$ cat config.mk
export PLATFORM = sky130hd
export DESIGN_NAME = hazard_ctrl
export DESIGN_NICKNAME = d
export VERILOG_FILES = /design/src/rtl/hazard_ctrl.sv
export SDC_FILE = /design/constraint.sdc
export NUM_CORES = 1
export LEC_CHECK = 0
export CAP_MARGIN = 0
export CORE_MARGIN = 5
export CORE_UTILIZATION = 34
export CTS_CLUSTER_DIAMETER = 60
export DETAILED_ROUTE_END_ITERATION = 6
export PLACE_DENSITY = 0.85
export RECOVER_POWER = 50
export SLEW_MARGIN = 0
export SYNTH_ARGS = -nofsm -noshare
export SYNTH_HDL_FRONTEND = slang
export SYNTH_SLANG_ARGS = --single-unit
$ cat constraint.sdc
create_clock -name clk -period 1.95 [get_ports clk]
set_clock_uncertainty 0.2 [all_clocks]
set_input_delay 0.4875 -clock clk [delete_from_list [all_inputs] [get_ports clk]]
set_output_delay 0.4875 -clock clk [all_outputs]
set_load 0.03 [all_outputs]
$ cat src/rtl/hazard_ctrl.sv
// Pipeline hazard sequencer: load-use, branch squash, mult/div occupancy, memory wait and halt.
// Optional memory wait timeout is enabled with `define HAZARD_MEM_TIMEOUT_EN.
module hazard_ctrl #(
  parameter int unsigned MULDIV_LAT  = 8,
  parameter int unsigned MEM_TIMEOUT = 255
) (
  input  logic       clk,
  input  logic       rst,
  input  logic [4:0] id_rs_i,
  input  logic [4:0] id_rt_i,
  input  logic       id_uses_rt_i,
  input  logic [4:0] ex_rt_i,
  input  logic       ex_mem_read_i,
  input  logic       ex_branch_taken_i,
  input  logic       ex_muldiv_i,
  input  logic       mem_req_i,
  input  logic       mem_ack_i,
  input  logic       wb_halt_i,
  output logic [4:0] stall_o,
  output logic [4:0] flush_o,
  output logic       hlt_o,
  output logic       muldiv_done_o,
  output logic       mem_err_o
);

  typedef enum logic [1:0] {RUN, MULDIV, MEMWAIT, HALT} state_e;

  localparam int CW = (MULDIV_LAT > 2) ? $clog2(MULDIV_LAT - 1) : 1;
  localparam logic [CW-1:0] CNT_LOAD = CW'(MULDIV_LAT - 2);

  state_e        state_q, state_d;
  state_e        ret_q, ret_d;
  logic [CW-1:0] cnt_q, cnt_d;
  state_e        eff;
  logic          mem_wait;
  logic          load_use;
  logic [4:0]    stall_c, flush_c;
  logic          hlt_c, done_c;

`ifdef HAZARD_MEM_TIMEOUT_EN
  logic [7:0] wcnt_q, wcnt_d;
  logic       err_q, err_d;
`endif

  assign load_use = ex_mem_read_i && (ex_rt_i != 5'd0) &&
                    ((ex_rt_i == id_rs_i) || (id_uses_rt_i && (ex_rt_i == id_rt_i)));

  always_comb begin
    state_d  = state_q;
    ret_d    = ret_q;
    cnt_d    = cnt_q;
    stall_c  = '0;
    flush_c  = '0;
    hlt_c    = 1'b0;
    done_c   = 1'b0;
    eff      = state_q;
    mem_wait = 1'b0;
`ifdef HAZARD_MEM_TIMEOUT_EN
    wcnt_d   = '0;
    err_d    = err_q;
`endif
    if (state_q == HALT) begin
      hlt_c   = 1'b1;
      stall_c = '1;
    end else begin
      // In MEMWAIT the ack cycle behaves exactly like the preempted state.
      if (state_q == MEMWAIT) begin
        mem_wait = !mem_ack_i;
        eff      = ret_q;
      end else begin
        mem_wait = mem_req_i && !mem_ack_i;
      end

      if (mem_wait) begin
        stall_c[3] = 1'b1;
        state_d    = MEMWAIT;
        if (state_q != MEMWAIT) ret_d = state_q;
`ifdef HAZARD_MEM_TIMEOUT_EN
        if (state_q == MEMWAIT && wcnt_q == 8'(MEM_TIMEOUT)) begin
          stall_c[3] = 1'b0;
          flush_c[3] = 1'b1;
          err_d      = 1'b1;
          state_d    = RUN;
        end else begin
          wcnt_d = wcnt_q + 8'd1;
        end
`endif
      end else begin
        state_d = eff;
        if (eff == MULDIV) begin
          if (cnt_q != '0) begin
            stall_c[2] = 1'b1;
            cnt_d      = cnt_q - 1'b1;
          end else begin
            done_c  = 1'b1;
            state_d = RUN;
          end
        end else if (ex_muldiv_i) begin
          stall_c[2] = 1'b1;
          cnt_d      = CNT_LOAD;
          state_d    = MULDIV;
        end

        if (!stall_c[2]) begin
          if (ex_branch_taken_i) flush_c[1] = 1'b1;
          else if (load_use)     stall_c[1] = 1'b1;
        end
      end

      if (wb_halt_i) state_d = HALT;
    end
  end

  always_ff @(posedge clk or negedge rst) begin
    if (!rst) begin
      state_q <= RUN;
      ret_q   <= RUN;
      cnt_q   <= '0;
    end else begin
      state_q <= state_d;
      ret_q   <= ret_d;
      cnt_q   <= cnt_d;
    end
  end

`ifdef HAZARD_MEM_TIMEOUT_EN
  always_ff @(posedge clk or negedge rst) begin
    if (!rst) begin
      wcnt_q <= '0;
      err_q  <= 1'b0;
    end else begin
      wcnt_q <= wcnt_d;
      err_q  <= err_d;
    end
  end
  assign mem_err_o = err_q;
`else
  assign mem_err_o = 1'b0;
`endif

  assign stall_o       = rst ? stall_c : 5'b0;
  assign flush_o       = rst ? flush_c : 5'b0;
  assign hlt_o         = rst & hlt_c;
  assign muldiv_done_o = rst & done_c;

endmodule

==> reports/metrics.sh <==
RUN_STATUS='finished, violations left'
VIOLATIONS='negative setup slack'
SYNTH_CELL_TYPES=36
PATH_CLASS='in -> out'
ROUTED-VIA-COUNT=791
MAX_FREQ_MHz=418.0
TIMING.FINAL.SETUP_VIOLATIONS=8
NUM_ROWS=16
SYNTH_TOP_FLOP_CELL='sky130_fd_sc_hd__dfrtp_1'
PRE_CTS_WS_NS=-0.8609
DESIGN.DIE.AREA_UM2=3019
CRIT_PATH_MAX_FANOUT=2
DP_HPWL_MM=1.728
SYN_AREA_UM2=686.9
CLOCK_TREE_FROM_TRITONCTS='yes'
WORST_EP_ARRIVAL_TIME_NS=1.70
WORST_R2R_ENDPOINT='ret_q[0]$_DFFE_PN0P_'
WORST_VDD_RAIL_IR_DROP_V=0.0003496
WORSTSETUPENDPOINTTYPE='primary output'
ROUTED_WIRE_LENGTH_PER_INSTANCE_UM=15.99
GLOBALPLACE.CONGESTION=0.7681
TIMING.FINAL.CRIT_SHARE_PCT=122.7
GRT_REMAINING_OVERFLOW=0
WORSTSETUPENDPOINT='stall_o[1]'
REG2REG_SLACK_NS=0.12
FINAL_CORE_UTIL_PCT=67.65
INITIAL_CORE_UTIL_PCT=35.37
MAXCAPVIOLCOUNT=0
CTS_BUFFERS=3
FINAL-HOLD-VIOLATION-COUNT=0
CLKTRANSATPATHREGS_NS=0.06
FINALWIRELENGTH_MM=2.558
ANT_NETS=0
INSTANCES_NO_FILL=160
CORE_AREA_UM2=1942
IOS=37
RSZ_0062_RAISED_AFTER_GLOBAL_ROUTING='true'
NETLIST.TOP_CELL.BY_AREA='sky130_fd_sc_hd__dfrtp_1'
GRT_START_MAX_NET_PINS=9
SYNTH-EDFF-COUNT=0
YOSYSSEQAREASHARE_PCT=25.50
CLK_PATH_BUF_DEPTH=2
FIN_TNS_SETUP_NS=-2.051
DIE_HEIGHT_UM=54.95
TIMING.FINAL.WS_SETUP_NS=-0.4422
YS.WARNINGS.COUNT=0
WORSTREGTOREGCELLS=7
GRT_ANTENNA_BEFORE_REPAIR=0
CRITICAL_PATH.REG2REG.STARTPOINT='state_q[0]$_DFFE_PN0N_'
DR.PASS1.ITERS=4
DRT_FIRST_ITER_VIOLATIONS=7
WORST_EP_REQUIRED_TIME_NS=1.26
POST_ROUTE_CELLS_DRIVE_ABOVE_1_SHARE_PCT=43.61
GRT_USE_TOTAL_PCT=18.49
TIMING.HOLD.WORST.CLASS='in -> async'
VIAS_PER_STD_CELL=4.944
SETUP.WORST_PATH.START='ex_rt_i[1]'
TOTALPOWERFINAL_mW=0.5223
PLACE_INST=149
FIN_CRIT_NS=2.392
POSTSYNTHAREAPERCELL_UM2=8.807
FIRST_GLOBAL_VIAS=875
INSERTION_DELAY_NS=0.25
GRT_FIRST_PASS_WIRELENGTH_MM=3.891
FINALMAXSLEWVIOLATIONS=0
H-TREE-DEPTH=1
SYN-INSTANCE-COUNT=78
AREA.GROWTH.SYNTH_TO_FINAL_PCT=91.26
CTS_SINKS=7
DESIGN.FINAL.NETS=160
YOSYS_REGISTER_BITS=7
ANTENNADIODECOUNT=0
P_LEAK_nW=0.5963
FLOORPLAN.DIE.WIDTH_UM=54.95
YOSYSTOPAREACELLSHARE_PCT=25.50
PORT-BUFFER-COUNT=31
START_KIND='primary input'
YOSYS-TOP-CELLS-AREA='sky130_fd_sc_hd__dfrtp_1, sky130_fd_sc_hd__xnor2_1, sky130_fd_sc_hd__buf_4'
POST-ROUTE-DRC-COUNT=0
CTS_ROOT_BUFFER='sky130_fd_sc_hd__clkbuf_4'
POWER_DENSITY_nW_PER_UM2=397.5
SYNTH_ASYNC_SR_FLOP_SHARE_PCT=100.0
==> per-stage QoR <==
stage	hold slack (ns)	area, um2
2_1_floorplan	-0.008091	738.2
3_3_place_gp	0.2748	1126
3_5_place_dp	0.2919	1126
4_1_cts	0.1706	1299
5_1_grt	0.1833	1314
6_report	0.1687	1314
==> how the worst min path moves through the flow <==
stage | startpoint | to | slack [ns] | cells past startpoint
5_1_grt | rst | cnt_q[2]$_DFFE_PN0P_ | 0.18 | 2
6_report | rst | cnt_q[2]$_DFFE_PN0P_ | 0.17 | 2
3_5_place_dp | cnt_q[1]$_DFFE_PN0P_ | cnt_q[1]$_DFFE_PN0P_ | 0.29 | 1
3_3_place_gp | cnt_q[1]$_DFFE_PN0P_ | cnt_q[1]$_DFFE_PN0P_ | 0.27 | 1
2_1_floorplan | rst | cnt_q[0]$_DFFE_PN0P_ | -0.008 | 0
4_1_cts | rst | cnt_q[2]$_DFFE_PN0P_ | 0.17 | 2
==> power by group <==
part | internal [mW] | total, mW | switching [mW]
Sequential | 0.158 | 0.163 | 0.00527
Clock | 0.0781 | 0.132 | 0.0539
Combinational | 0.122 | 0.227 | 0.105
==> layout make-up <==
cell class                      count  area, um2
Fill cell                         138      628.1
Multi-Input combinational cell     62      544.3
Timing Repair Buffer               56      516.7
Sequential cell                     7      177.7
Tap cell                           27      33.78
Clock buffer                        4      26.28
Inverter                            4      15.01
==> layer usage <==
layer	vias up	wire length [um]	part of all wire (%)	track usage (%)
met4	0	59	2.3	9.312
met1	367	1022	40	19.87
met5	-	0	0	0
met2	43	1185	46	33.07
met3	6	291	11	4.826
li1	375	-	-	-
==> flip-flops by register name, summed over array words and instances (netlist names) <==
signal / cells
cnt_q: 3
ret_q: 2
state_q: 2
==> worst max-delay path, stage by stage <==
cell,delay [ns]
sky130_fd_sc_hd__buf_8,0.09
sky130_fd_sc_hd__or4_1,0.51
sky130_fd_sc_hd__o2111a_1,0.25
sky130_fd_sc_hd__a31o_4,0.23
sky130_fd_sc_hd__buf_6,0.13
==> synthesized netlist by cell type, types with 2 or more instances <==
cell type / number
sky130_fd_sc_hd__and3_1: 2
sky130_fd_sc_hd__nand4_1: 4
sky130_fd_sc_hd__inv_1: 4
sky130_fd_sc_hd__o21ai_1: 2
sky130_fd_sc_hd__xnor2_1: 10
sky130_fd_sc_hd__a31oi_1: 2
sky130_fd_sc_hd__ha_1: 2
sky130_fd_sc_hd__nand2_1: 4
sky130_fd_sc_hd__dfrtp_1: 7
sky130_fd_sc_hd__buf_4: 8
sky130_fd_sc_hd__nor2_1: 2
sky130_fd_sc_hd__nor2b_1: 6
sky130_fd_sc_hd__o21bai_1: 2
==> kinds of logic after synthesis <==
kind of cell               Yosys count  synth area share, %
buffers and inverters               13                12.57
xor gates and xnor gates            10                12.75
and+or+nand+nor                     27                24.59
other                                1               0.5459
AOI/OAI and AO/OA                   17                18.76
adders and majority gates            2                3.642
DFF                                  7                25.50
muxes                                1                1.639
==> cells in the final DEF, fill, tap and decap left out, types with 2 or more instances in the layout <==
master	instances
sky130_fd_sc_hd__a31oi_1	2
sky130_fd_sc_hd__and3_4	3
sky130_fd_sc_hd__buf_2	2
sky130_fd_sc_hd__buf_4	16
sky130_fd_sc_hd__buf_6	15
sky130_fd_sc_hd__clkbuf_1	3
sky130_fd_sc_hd__clkbuf_4	3
sky130_fd_sc_hd__clkdlybuf4s50_1	15
sky130_fd_sc_hd__conb_1	5
sky130_fd_sc_hd__dfrtp_1	5
sky130_fd_sc_hd__dfrtp_2	2
sky130_fd_sc_hd__dlygate4sd2_1	4
sky130_fd_sc_hd__ha_1	2
sky130_fd_sc_hd__inv_1	4
sky130_fd_sc_hd__nand2_1	4
sky130_fd_sc_hd__nand4_1	4
sky130_fd_sc_hd__nor2b_1	3
sky130_fd_sc_hd__nor2b_4	3
sky130_fd_sc_hd__o21ai_1	2
sky130_fd_sc_hd__o21bai_4	2
sky130_fd_sc_hd__xnor2_1	10
==> timing repair <==
item	4_1_cts	5_1_grt
pin swaps	13	6
endpoints found under the setup margin	9	9
hold buffers	0	0
setup buffers	6	2
gates resized for setup	49	3
Note: power is estimated with default switching activity, not from simulation.
==> edit, RTL diff (same settings) <==
Encoding of `state_e`: now Gray code (2 bits for 4 states).
--- a/src/rtl/hazard_ctrl.sv
+++ b/src/rtl/hazard_ctrl.sv
@@ -24,5 +24,5 @@
 );
 
-  typedef enum logic [1:0] {RUN, MULDIV, MEMWAIT, HALT} state_e;
+  typedef enum logic [1:0] {RUN = 2'b00, MULDIV = 2'b01, MEMWAIT = 2'b11, HALT = 2'b10} state_e;
 
   localparam int CW = (MULDIV_LAT > 2) ? $clog2(MULDIV_LAT - 1) : 1;
Check against the original RTL: no difference found for any inputs over 10 cycles, from zero or initial values and one cycle with rst low; not proved beyond that.
==> edit against the original RTL <==
- the flow still finishes with violations (setup timing)
- routed wire length shrank 12%
- synthesized area fell by 0.73%
- critical endpoint is now stall_o[2]
- power fell by 3.8%
- die area down 0.58%
- highest routed layer is now met3
- sequential share of layout area down 0.72 points
- sequential cell count unchanged
- setup slack improved by 0.054 ns
- final area is 5.6% higher
==> edit: results (changes against the original RTL) <==
Setup path
  – Reg2reg end: cnt_q[0]$_DFFE_PN0P_ (was ret_q[0]$_DFFE_PN0P_)
  – Critical-path top delay cell: dfrtp_1 (was or4_1)
  – Crit path from: ret_q[1]$_DFFE_PN0P_ (was ex_rt_i[1])
  – CP arrival: 1.65 ns (was 1.70 ns)
  – CP delay by family, top: compound AO/OA/AOI/OAI gates (was simple AND/OR/NAND/NOR gates)
  – Largest stage delay on the critical path: 0.34 ns (was 0.51 ns)
  – Worst Path Max Fanout: 3 (was 2)
  – Worst R2R Setup Slack: 0.06 ns (was 0.12 ns)
  – Worst Reg2Reg Path Length in Cells: 6 (was 7)
  – Critical path endpoint: stall_o[2] (was stall_o[1])

Clocking
  – Clock slew seen by the registers of the worst setup and hold paths: 0.05 ns
  – CTS resizes: 87 (was 49)
  – Setup repair bufs after CTS: 3 (was 6)

Detailed routing
  – WL met1: 751 um (was 1.02 mm)
  – Top Layer Used: met3 (was met4)
  – Via Count: 772 (was 791)
  – Initial DRC Count: 4 (was 7)
  – TritonRoute pass-1 iters: 2 (was 4)
  – Wirelength per Cell: 13.6 um (was 16.0 um)
  – Routed wire length on met2: 1.24 mm (was 1.19 mm)
  – WL met3: 266 um (was 291 um)

Placed design
  – Port Buffers: 31 (unchanged)
  – Placed cell count: 158 (was 149)
  – Placed cell areas: 1260 sq um (was 1130 sq um)
  – Place WS: -0.838 ns (was -0.861 ns)
  – Final Wtd Congestion: 0.785 (was 0.768)
  – Detailed placement HPWL: 1.91 mm (was 1.73 mm)

Status
  – Status: finished, violations left (unchanged)
  – Violated checks: setup timing (unchanged)

STA
  – Post-route setup slack: -0.388 ns (was -0.442 ns)
  – Final Setup Violations: 5 (was 8)
  – Hold slack final: 0.333 ns (was 0.169 ns)
  – Sum of negative setup slack: -1.45 ns (was -2.05 ns)

Synthesis
  – Synth top cells by count: xnor2_1 (10), inv_1 (8), buf_4 (7), dfrtp_1 (7), nor2_1 (6) (was xnor2_1 (10), buf_4 (8), dfrtp_1 (7))
  – Register area share after synthesis: 25.7% (was 25.5%)
  – Synth top area cells: dfrtp_1 (26%), xnor2_1 (13%), buf_4 (7.7%) (was dfrtp_1 (26%), xnor2_1 (13%), buf_4 (8.7%))
  – Gate count after technology mapping: 80 (was 78)
  – Synth unique cells: 34 (was 36)

Global routing
  – Largest net degree at the start of global routing: 8 (was 9)
  – Global-route wire length before repair: 3.46 mm (was 3.89 mm)
  – Met2 usage: 32.9% (was 33.1%)
  – GR Util met1: 14.9% (was 19.9%)
  – GRT Util Overall: 15.9% (was 18.5%)
  – Met3 usage: 3.54% (was 4.83%)
  – Number of global-route vias before repair: 815 (was 875)

Pwr
  – Pleak: 0.688 nW (was 0.596 nW)
  – Max VDD drop: 0.330 mV (was 0.350 mV)

Hold path
  – Hold Path Class: reg -> reg (was in -> async)
  – WHS Path Cells: 2

Layout
  – Non-filler cells, final: 166 (was 160)
  – Layout cells sized above 1: 59.7% (was 43.6%)
## edit: cell count changes after synthesis, moves of 3 or more
cell / unedited run / this run
a21oi_1: 1 / 5
nor2_1: 2 / 6
nor2b_1: 6 / 2
inv_1: 4 / 8
nand4_1: 4 / 1
## edit: cell families after synthesis
family	synth area share, %
and+or+nand+nor	19.1
DFF	25.7
xor gates and xnor gates	12.8
AOI/OAI and AO/OA	20.2
muxes	5.32
adders and majority gates	3.67
buffers and inverters	12.7
other	0.550
## edit: power breakdown
group	switching [mW]	leakage, nW	internal [mW]
clock network	0.0526	0.0150	0.0780
registers	0.00546	0.0807	0.155
logic	0.104	0.592	0.108
total	0.162	0.688	0.341
## edit: layout make-up
cell class | instances | area (sq um)
Fill cell | 150 | 554
Inverter | 9 | 36.3
Multi-Input combinational cell | 61 | 627
Timing Repair Buffer | 58 | 487
Sequential cell | 7 | 178
Clock buffer | 4 | 26.3
Tap cell | 27 | 33.8
